**src/rtl/siteswap_player.sv**
```systemverilog
// Beat-driven siteswap player: latches a validated pattern, then emits one throw per beat
// while tracking in-flight balls in a shifting landing schedule.
module siteswap_player #(
   parameter int MAX_LEN = 7,
   parameter int SLOTS   = 8,
   parameter int BALL_W  = 3
) (
   input  logic                        clk_in,
   input  logic                        rst_n_in,
   input  logic                        new_beat,
   input  logic [MAX_LEN-1:0][2:0]     pattern_in,
   input  logic [2:0]                  pattern_length,
   input  logic [2:0]                  num_balls_in,
   input  logic                        pattern_valid_in,
   output logic                        playing_out,
   output logic                        throw_valid_out,
   output logic [2:0]                  throw_height_out,
   output logic [BALL_W-1:0]           throw_ball_out,
   output logic                        throw_ball_valid_out,
   output logic                        throw_hand_out,
   output logic [2:0]                  beat_pos_out,
   output logic                        error_out
);

   localparam int SLOT_W = $clog2(SLOTS);

   typedef enum logic [1:0] {
      S_IDLE = 2'd0,
      S_LOAD = 2'd1,
      S_PLAY = 2'd2
   } state_t;

   state_t state_q, state_d;

   logic load_en, beat_en, abort_en, playing;

   logic [2:0]        shadow_q [MAX_LEN];
   logic [2:0]        len_q;
   logic [2:0]        pos_q;
   logic              hand_q;
   logic              error_q;

   logic              occ_q [SLOTS];
   logic [BALL_W-1:0] id_q  [SLOTS];
   logic              occ_d [SLOTS];
   logic [BALL_W-1:0] id_d  [SLOTS];

   logic              tvalid_q;
   logic [2:0]        theight_q;
   logic [BALL_W-1:0] tball_q;
   logic              tball_valid_q;
   logic              thand_q;
   logic [2:0]        tpos_q;

   logic [2:0]        cur_h;
   logic [SLOT_W-1:0] land_idx;
   logic              collide;
   logic              drop;

   // ---------------- FSM: state register ----------------
   always_ff @(posedge clk_in or negedge rst_n_in) begin
      if (!rst_n_in) begin
         state_q <= S_IDLE;
      end else begin
         state_q <= state_d;
      end
   end

   // ---------------- FSM: next state ----------------
   always_comb begin
      state_d = state_q;
      case (state_q)
         S_IDLE: if (pattern_valid_in && (pattern_length != 3'd0)) state_d = S_LOAD;
         S_LOAD: state_d = S_PLAY;
         S_PLAY: if (!pattern_valid_in) state_d = S_IDLE;
         default: state_d = S_IDLE;
      endcase
   end

   // ---------------- FSM: outputs ----------------
   // Losing the pattern outranks a same-cycle beat, so beat_en requires valid.
   always_comb begin
      load_en  = 1'b0;
      beat_en  = 1'b0;
      abort_en = 1'b0;
      playing  = 1'b0;
      case (state_q)
         S_LOAD: load_en = 1'b1;
         S_PLAY: begin
            playing  = 1'b1;
            abort_en = !pattern_valid_in;
            beat_en  = pattern_valid_in && new_beat;
         end
         default: ;
      endcase
   end

   assign cur_h    = shadow_q[pos_q];
   assign land_idx = SLOT_W'(cur_h) - SLOT_W'(1);
   assign drop     = beat_en && (cur_h == 3'd0) && occ_q[0];

   // ---------------- landing schedule next state ----------------
   always_comb begin
      collide = 1'b0;
      for (int i = 0; i < SLOTS; i++) begin
         occ_d[i] = occ_q[i];
         id_d[i]  = id_q[i];
      end
      if (load_en) begin
         for (int i = 0; i < SLOTS; i++) begin
            occ_d[i] = (i < int'(num_balls_in));
            id_d[i]  = (i < int'(num_balls_in)) ? BALL_W'(i) : '0;
         end
      end else if (abort_en) begin
         for (int i = 0; i < SLOTS; i++) begin
            occ_d[i] = 1'b0;
            id_d[i]  = '0;
         end
      end else if (beat_en) begin
         for (int i = 0; i < SLOTS - 1; i++) begin
            occ_d[i] = occ_q[i+1];
            id_d[i]  = id_q[i+1];
         end
         occ_d[SLOTS-1] = 1'b0;
         id_d[SLOTS-1]  = '0;
         // The ball in hand lands h-1 beats after the shift; a resident ball is overwritten.
         if ((cur_h != 3'd0) && occ_q[0]) begin
            for (int i = 0; i < SLOTS; i++) begin
               if (SLOT_W'(i) == land_idx) begin
                  collide  = occ_d[i];
                  occ_d[i] = 1'b1;
                  id_d[i]  = id_q[0];
               end
            end
         end
      end
   end

   // ---------------- datapath registers ----------------
   always_ff @(posedge clk_in or negedge rst_n_in) begin
      if (!rst_n_in) begin
         for (int i = 0; i < SLOTS; i++) begin
            occ_q[i] <= 1'b0;
            id_q[i]  <= '0;
         end
         for (int i = 0; i < MAX_LEN; i++) begin
            shadow_q[i] <= 3'd0;
         end
         len_q         <= 3'd0;
         pos_q         <= 3'd0;
         hand_q        <= 1'b0;
         error_q       <= 1'b0;
         tvalid_q      <= 1'b0;
         theight_q     <= 3'd0;
         tball_q       <= '0;
         tball_valid_q <= 1'b0;
         thand_q       <= 1'b0;
         tpos_q        <= 3'd0;
      end else begin
         for (int i = 0; i < SLOTS; i++) begin
            occ_q[i] <= occ_d[i];
            id_q[i]  <= id_d[i];
         end
         tvalid_q <= beat_en;
         if (load_en) begin
            for (int i = 0; i < MAX_LEN; i++) begin
               shadow_q[i] <= pattern_in[i];
            end
            len_q   <= pattern_length;
            pos_q   <= 3'd0;
            hand_q  <= 1'b0;
            error_q <= 1'b0;
         end
         if (beat_en) begin
            theight_q     <= cur_h;
            tpos_q        <= pos_q;
            thand_q       <= hand_q;
            tball_valid_q <= occ_q[0];
            tball_q       <= occ_q[0] ? id_q[0] : '0;
            pos_q         <= (pos_q == len_q - 3'd1) ? 3'd0 : pos_q + 3'd1;
            hand_q        <= ~hand_q;
            if (collide || drop) begin
               error_q <= 1'b1;
            end
         end
      end
   end

   assign playing_out          = playing;
   assign throw_valid_out      = tvalid_q;
   assign throw_height_out     = theight_q;
   assign throw_ball_out       = tball_q;
   assign throw_ball_valid_out = tball_valid_q;
   assign throw_hand_out       = thand_q;
   assign beat_pos_out         = tpos_q;
   assign error_out            = error_q;

endmodule
```
**config.mk**
```make
export PLATFORM = sky130hd
export DESIGN_NAME = siteswap_player
export DESIGN_NICKNAME = d
export VERILOG_FILES = /design/src/rtl/siteswap_player.sv
export SDC_FILE = /design/constraint.sdc
export NUM_CORES = 1
export LEC_CHECK = 0
export ABC_AREA = 1
export BUFFER_PORTS_ARGS = -buffer_cell sky130_fd_sc_hd__buf_2
export CORE_UTILIZATION = 45
export CTS_CLUSTER_SIZE = 20
export DETAILED_ROUTE_END_ITERATION = 12
export PLACE_DENSITY = 0.75
export SYNTH_ARGS = -nofsm -noshare
export SYNTH_HDL_FRONTEND = slang
export SYNTH_SLANG_ARGS = --single-unit
```
**constraint.sdc**
```tcl
create_clock -name clk_in -period 2.2 [get_ports clk_in]
set_clock_uncertainty 0.05 [all_clocks]
set_input_delay 0.22 -clock clk_in [delete_from_list [all_inputs] [get_ports clk_in]]
set_output_delay 0.22 -clock clk_in [all_outputs]
set_load 0.05 [all_outputs]
```
== Yosys cells after proc, flatten, opt, wreduce, memory -nomap -nowiden ==
Index checks and enable logic that the tools add are counted.

* Add/sub/neg operators: 3
* Magnitude comparators: 8
* Equality and inequality tests: 13
* Muxes and demuxes: 61
* Bitwise operators: 2
* Reductions and logical operators: 16

{| class="wikitable"
|+ Operators by type and width
! kind !! number
|-
| $mux 24 || 4
|-
| $mux 3 || 17
|-
| $mux 8 || 4
|-
| $mux 1 || 30
|-
| $eq 3x3->1 const A || 4
|-
| $bmux 3 s3 || 1
|-
| $lt 3x3->1 const A || 3
|-
| $reduce_bool 3->1 || 3
|-
| $mux 2 || 4
|-
| $eq 2x3->1 const A || 2
|-
| $logic_not 3->1 || 2
|-
| $lt 1x3->1 const A || 2
|-
| $lt 2x3->1 const A || 2
|-
| $pmux 2 s3 || 1
|-
| $sub 3x1->3 const B || 2
|-
| $logic_and 1x1->1 || 5
|-
| $ge 4x4->1 const B || 1
|-
| $ne 2x2->1 const B || 2
|-
| $ne 4x4->1 const B || 1
|-
| $not 3->4 || 1
|-
| $reduce_and 2->1 || 2
|-
| $add 3x1->3 const B || 1
|-
| $eq 1x3->1 const A || 1
|-
| $eq 3x3->1 || 1
|-
| 7 further kinds || 7
|}

* Register bits after elaboration: 75
* Input bits: 31
* Output and inout port bits: 14
* Word-level logic and storage cells: 137

== Logic depth before layout (Yosys ltp) ==
* Depth in word-level cells: 21
* Gate-level depth with buffers: 18
* Depth with buffers taken out: 17

== Worst setup path before layout ==
OpenSTA, ideal clock, no wires.

* Path type: register -> register
* Start point: reg pos_q[1]
* End point: reg id_q[16] (netlist bit)
* Setup time: 0.138 ns
* Arrival: 2.002 ns
* Setup slack: 0.010 ns
* Stages on the path, launching flop included: 15
* Path buffers: 2
* Clock period less this slack: 2.190 ns
* Path through: dfrtp_1 buf_4 inv_2 nand3_2 nand3_1 nand2_4 nand2_4 inv_1 ha_1 buf_2 nand3_2 inv_2 nand2_1 nand3_1 a22oi_1

* Longest elaborated chain between the ends: 11
* Elaborated cells between the ends (all ways): 13
* Classes of those cells: 1 x add/sub; 1 x eq/ne; 8 x mux; 1 x bitwise; 2 x reduce/logical

{| class="wikitable"
|+ Ends and longest elaborated chain
! what !! RTL line !! source
|-
| start: declaration || 39 || <nowiki>logic [2:0] pos_q;</nowiki>
|-
| start signal: assignment || 180 || <nowiki>pos_q <= (pos_q == len_q - 3'd1) ? 3'd0 : pos_q + 3'd1;</nowiki>
|-
| $not 3->4 (not written as such) * || 98 || <nowiki>assign cur_h = shadow_q[pos_q];</nowiki>
|-
| $bmux 3 s3 * || 98 ||
|-
| $mux 3 (not written as such) * (2 in series) || 98 ||
|-
| $sub 3x1->3 || 99 || <nowiki>assign land_idx = SLOT_W'(cur_h) - SLOT_W'(1);</nowiki>
|-
| $eq 2x3->1 || 129 || <nowiki>if (SLOT_W'(i) == land_idx) begin</nowiki>
|-
| $mux 3 || 129 ||
|-
| $mux 24 * || 127 || <nowiki>if ((cur_h != 3'd0) && occ_q[0]) begin</nowiki>
|-
| $mux 24 * || 119 || <nowiki>end else if (beat_en) begin</nowiki>
|-
| $mux 24 * || 114 || <nowiki>end else if (abort_en) begin</nowiki>
|-
| $mux 24 * || 109 || <nowiki>if (load_en) begin</nowiki>
|-
| end signal: indexed assignment || 162 || <nowiki>id_q[i] <= id_d[i];</nowiki>
|-
| end: declaration || 44 || <nowiki>logic [BALL_W-1:0] id_q [SLOTS];</nowiki>
|}

Mark *: on every way between the ends. The rest lies on a longest branch, timed or not. The select of a mux whose other input is x is not followed.
A chain may end at the register's enable or synchronous reset.

== Worst setup path in the final report ==
* Start point: reg pos_q[0]
* End point: reg error_q (netlist: error_out)

* Longest elaborated chain between the ends: 21
* Elaborated cells between the ends (all ways): 33
* Classes of those cells: 1 x add/sub; 7 x eq/ne; 17 x mux; 1 x bitwise; 7 x reduce/logical

{| class="wikitable"
|+ Ends and longest elaborated chain
! what !! RTL line !! source
|-
| $not 3->4 (not written as such) * || 98 ||
|-
| $bmux 3 s3 * || 98 ||
|-
| $mux 3 (not written as such) * (2 in series) || 98 ||
|-
| $sub 3x1->3 || 99 ||
|-
| $logic_not 3->1 || 129 ||
|-
| $mux 1 (8 in series) || 129 ||
|-
| $mux 1 || 127 ||
|-
| $mux 1 || 119 ||
|-
| $mux 1 || 114 ||
|-
| $mux 1 || 109 ||
|-
| $logic_or 1x1->1 * || 182 || <nowiki>if (collide || drop) begin</nowiki>
|-
| $mux 1 * || 182 ||
|-
| $mux 1 * || 174 || <nowiki>if (beat_en) begin</nowiki>
|-
| end signal: assignment || 152 || <nowiki>error_q <= 1'b0;</nowiki>
|-
| end signal: assignment || 172 || <nowiki>error_q <= 1'b0;</nowiki>
|-
| end signal: assignment || 183 || <nowiki>error_q <= 1'b1;</nowiki>
|-
| end: declaration || 41 || <nowiki>logic error_q;</nowiki>
|}

Marks and branches as above.

==> metrics.csv <==
stage;metric;value;unit
timing;worst_pin_slew;0.598;ns
synthesis;syn_area_per_cell;8.48;um^2
routing;first_pass_iters;5;
timing;finalSetupViolCount;0;
placed_design;placed_area;0.00423;mm^2
power;vdd_drop_max;0.856;mV
cts;cts_root_buf;clkbuf_8;
worst_setup_path;r2r_cells;15;
power;power.density;1730;mW/mm^2
timing;finalHoldViolCount;0;
grt;grt_pass1_wl;14.7;mm
synthesis;yosysSeqAreaShare;49.6;%
routing;finalWirelength;8.62;mm
placed_design;dp_cells;599;
worst_setup_path;crit_path_cell_trace;buf_6, nand2_2, nand3_2, nand3_2, nand2_4, nand2_4, inv_2, ha_4, clkbuf_16, nand4_1, nand2_1, nor2_1, nand4_1, nand2_1, nand2_1;
grt;busiest_layer;met2;
grt;met1_usage;29.9;%
synthesis;netlist_area;0.00378;mm^2
power;power.leakage;2.29;nW
cts;cts_buffer_depth;2;
job;drv_cap;0;
die;fp.dieArea;0.00878;mm^2
die;core;0.00818;mm^2
cts;clock_latency;0.36;ns
routing;post-route-drc-count;0;
synthesis;synth-seq-cells;75;
final_layout;final_net_count;548;
cts;clock-sinks;75;
grt;use_met2;32.9;%
die;start_util;46.3;%
min_path;hold_class;input pin to flop;
worst_setup_path;cp-start-kind;flop;
min_path;whs_endpoint;shadow_q[2]$_DFFE_PN0P_;
cts;cts_buffers;9;
worst_setup_path;cp_max_fo;6;
worst_setup_path;cp-end-kind;flop;
synthesis;yosysWarnings;0;
final_layout;n_antenna_cell;0;
worst_setup_path;cp_slowest_cell;dfrtp_2;
routing;viasPerCell;5.24;
grt;antenna_found_initial;0;
worst_setup_path;r2r-end;error_out$_DFF_PN0_;
timing;rsz0062_at_grt;true;
final_layout;utilization;56.8;%
final_layout;final_cell_mix;nand2_1, dfrtp_1, inv_1, buf_2, o21ai_0;
min_path;whs_path_depth;3;
grt;grt_pass1_vias;3078;
worst_setup_path;max_stage_delay;0.47;ns
worst_setup_path;cp.arrival;2.33;ns
routing;antenna_left;0;
final_layout;area_growth;22.8;%
timing;fin_crit;2.13;ns
timing;fin_crit_sh;96.8;%
cts;clk_pin_slew;0.08;ns
routing;drt_iter0_markers;256;
worst_setup_path;rrSetupSlack;0.07;ns
timing;relSlewSlack;60.0;%
synthesis;synthesis.nets;480;
synthesis;synth_cell_type_count;36;
routing;wl_per_cell;13.8;um
timing;fmax;469;MHz
routing;vias;3269;
cts;cts_tree;built;
worst_setup_path;crit_top_cell;nand2_1;
synthesis;netlist_instances;446;
outcome;status;finished clean;
die;chipWidth;93.7;um
grt;grt_usage;21.5;%
final_layout;layout_commonest_cell;nand2_1;
grt;met3_usage;4.37;%
worst_setup_path;r2r_start;pos_q[0]$_DFFE_PN0P_;
timing;slew_viol_final;0;
timing;tns;0;ns
grt;grt_max_degree;76;
final_layout;drive_gt1_share;30.8;%
die;pin_count;45;
worst_setup_path;required;2.40;ns
die;rows;33;
worst_setup_path;crit_type;flop to flop;
placed_design;hpwl;6.14;mm
placed_design;portBuffers;44;
final_layout;fin_cells;624;
cts;htreeDepth;3;
min_path;hold_start;pattern_in[20];
final_layout;fin_area;0.00465;mm^2
die;die_h;93.7;um
grt;grt_overflow_total;0;
placed_design;routabilityCongestion;0.892;
area by class of cell:
class / count / area, um^2
fill: 744 / 3530
sequential: 75 / 1880
multi-input combinational: 296 / 1720
timing repair buffer: 71 / 493
inverter: 60 / 238
clock buffer: 10 / 138
tap: 105 / 131
clock inverter: 6 / 41.3
timing repair inverter: 1 / 5.00
synthesized netlist by cell type:
master,instances,area (um^2)
a211oi_1,2,15.0
a21oi_1,15,75.1
a22oi_1,6,45.0
a22oi_2,4,50.1
a311oi_1,1,8.76
a31oi_1,1,6.26
buf_2,7,35.0
buf_4,2,15.0
buf_6,1,11.3
clkbuf_1,5,18.8
dfrtp_1,75,1880
ha_1,3,37.5
inv_1,49,184
inv_2,11,41.3
nand2_1,109,409
nand2_2,11,68.8
nand2_4,7,78.8
nand3_1,17,85.1
nand3_2,9,90.1
nand4_1,5,31.3
nor2_1,18,67.6
nor2_2,3,18.8
nor2_4,4,45.0
nor3_1,2,10.0
nor3_2,3,30.0
nor4_1,1,6.26
o211ai_1,3,22.5
o211ai_2,1,12.5
o21ai_0,43,215
o21ai_1,13,65.1
o221ai_1,1,8.76
o22ai_1,8,50.1
o32ai_1,1,8.76
or2_2,2,12.5
xnor2_1,2,17.5
xor2_1,1,8.76
power breakdown:
group	switching, W	internal, W	total [W]
combinational	0.00303	0.00184	0.00487
sequential	0.000292	0.00192	0.00221
clock	0.000510	0.000437	0.000946
kinds of logic after synthesis:
logic type | count (synthesis) | synth area share, %
buf+inv | 75 | 8.07
flops | 75 | 49.6
compound gates | 99 | 15.4
simple gates | 191 | 25.2
xor+xnor | 3 | 0.695
fa+ha+maj | 3 | 0.992
through the flow:
stage	power (W)	hold slack, ns	worst slack, ns
after floorplan	0.00511	-0.126	0.00958
after global placement	0.00615	0.232	-0.00656
after detailed placement	0.00627	0.231	-0.104
after CTS	0.00731	0.00310	-0.0130
after global routing	0.00862	0.0202	-0.0857
final	0.00803	0.0121	0.0696
critical path: cells and delay by family (launching register included):
kind / cells / cell delay [ns]
adders and majority gates: 1 / 0.25
buffers and inverters: 3 / 0.37
DFF: 1 / 0.47
and+or+nand+nor: 11 / 0.87
layer usage:
metal	vias up	wire, um
li1	1607	-
met1	1553	3990
met2	94	4000
met3	15	467
met4	0	167
met5	-	0
sequential cells by signal, summed over array words and instances, names as in the netlist:
signal                count
pos_q                     3
occ_q                     8
hand_q                    1
throw_height_out          3
throw_ball_valid_out      1
id_q                     24
throw_ball_out            3
error_out                 1
throw_hand_out            1
len_q                     3
beat_pos_out              3
shadow_q                 21
throw_valid_out           1
state_q                   2
what timing repair did:
action	4_1_cts	5_1_grt
hold endpoints to repair	77	0
buffers inserted	1	3
hold buffers	3	0
pin swaps	0	12
resized for setup	8	32
cloned	0	2
endpoints found under the setup margin	31	33
worst max-delay path by stage:
stage,start,endpoint,slack [ns],cells after the start
global route,pos_q[0]$_DFFE_PN0P_,error_out$_DFF_PN0_,-0.09,15
finish,pos_q[0]$_DFFE_PN0P_,error_out$_DFF_PN0_,0.07,15
detailed placement,pos_q[0]$_DFFE_PN0P_,occ_q[6]$_DFFE_PN0P_,-0.10,9
CTS,pos_q[0]$_DFFE_PN0P_,occ_q[6]$_DFFE_PN0P_,-0.01,14
floorplan,pos_q[1]$_DFFE_PN0P_,id_q[16]$_DFFE_PN0P_,0.01,14
global placement,pos_q[0]$_DFFE_PN0P_,id_q[4]$_DFFE_PN0P_,-0.007,10
Power figures use the tool's default switching activity.
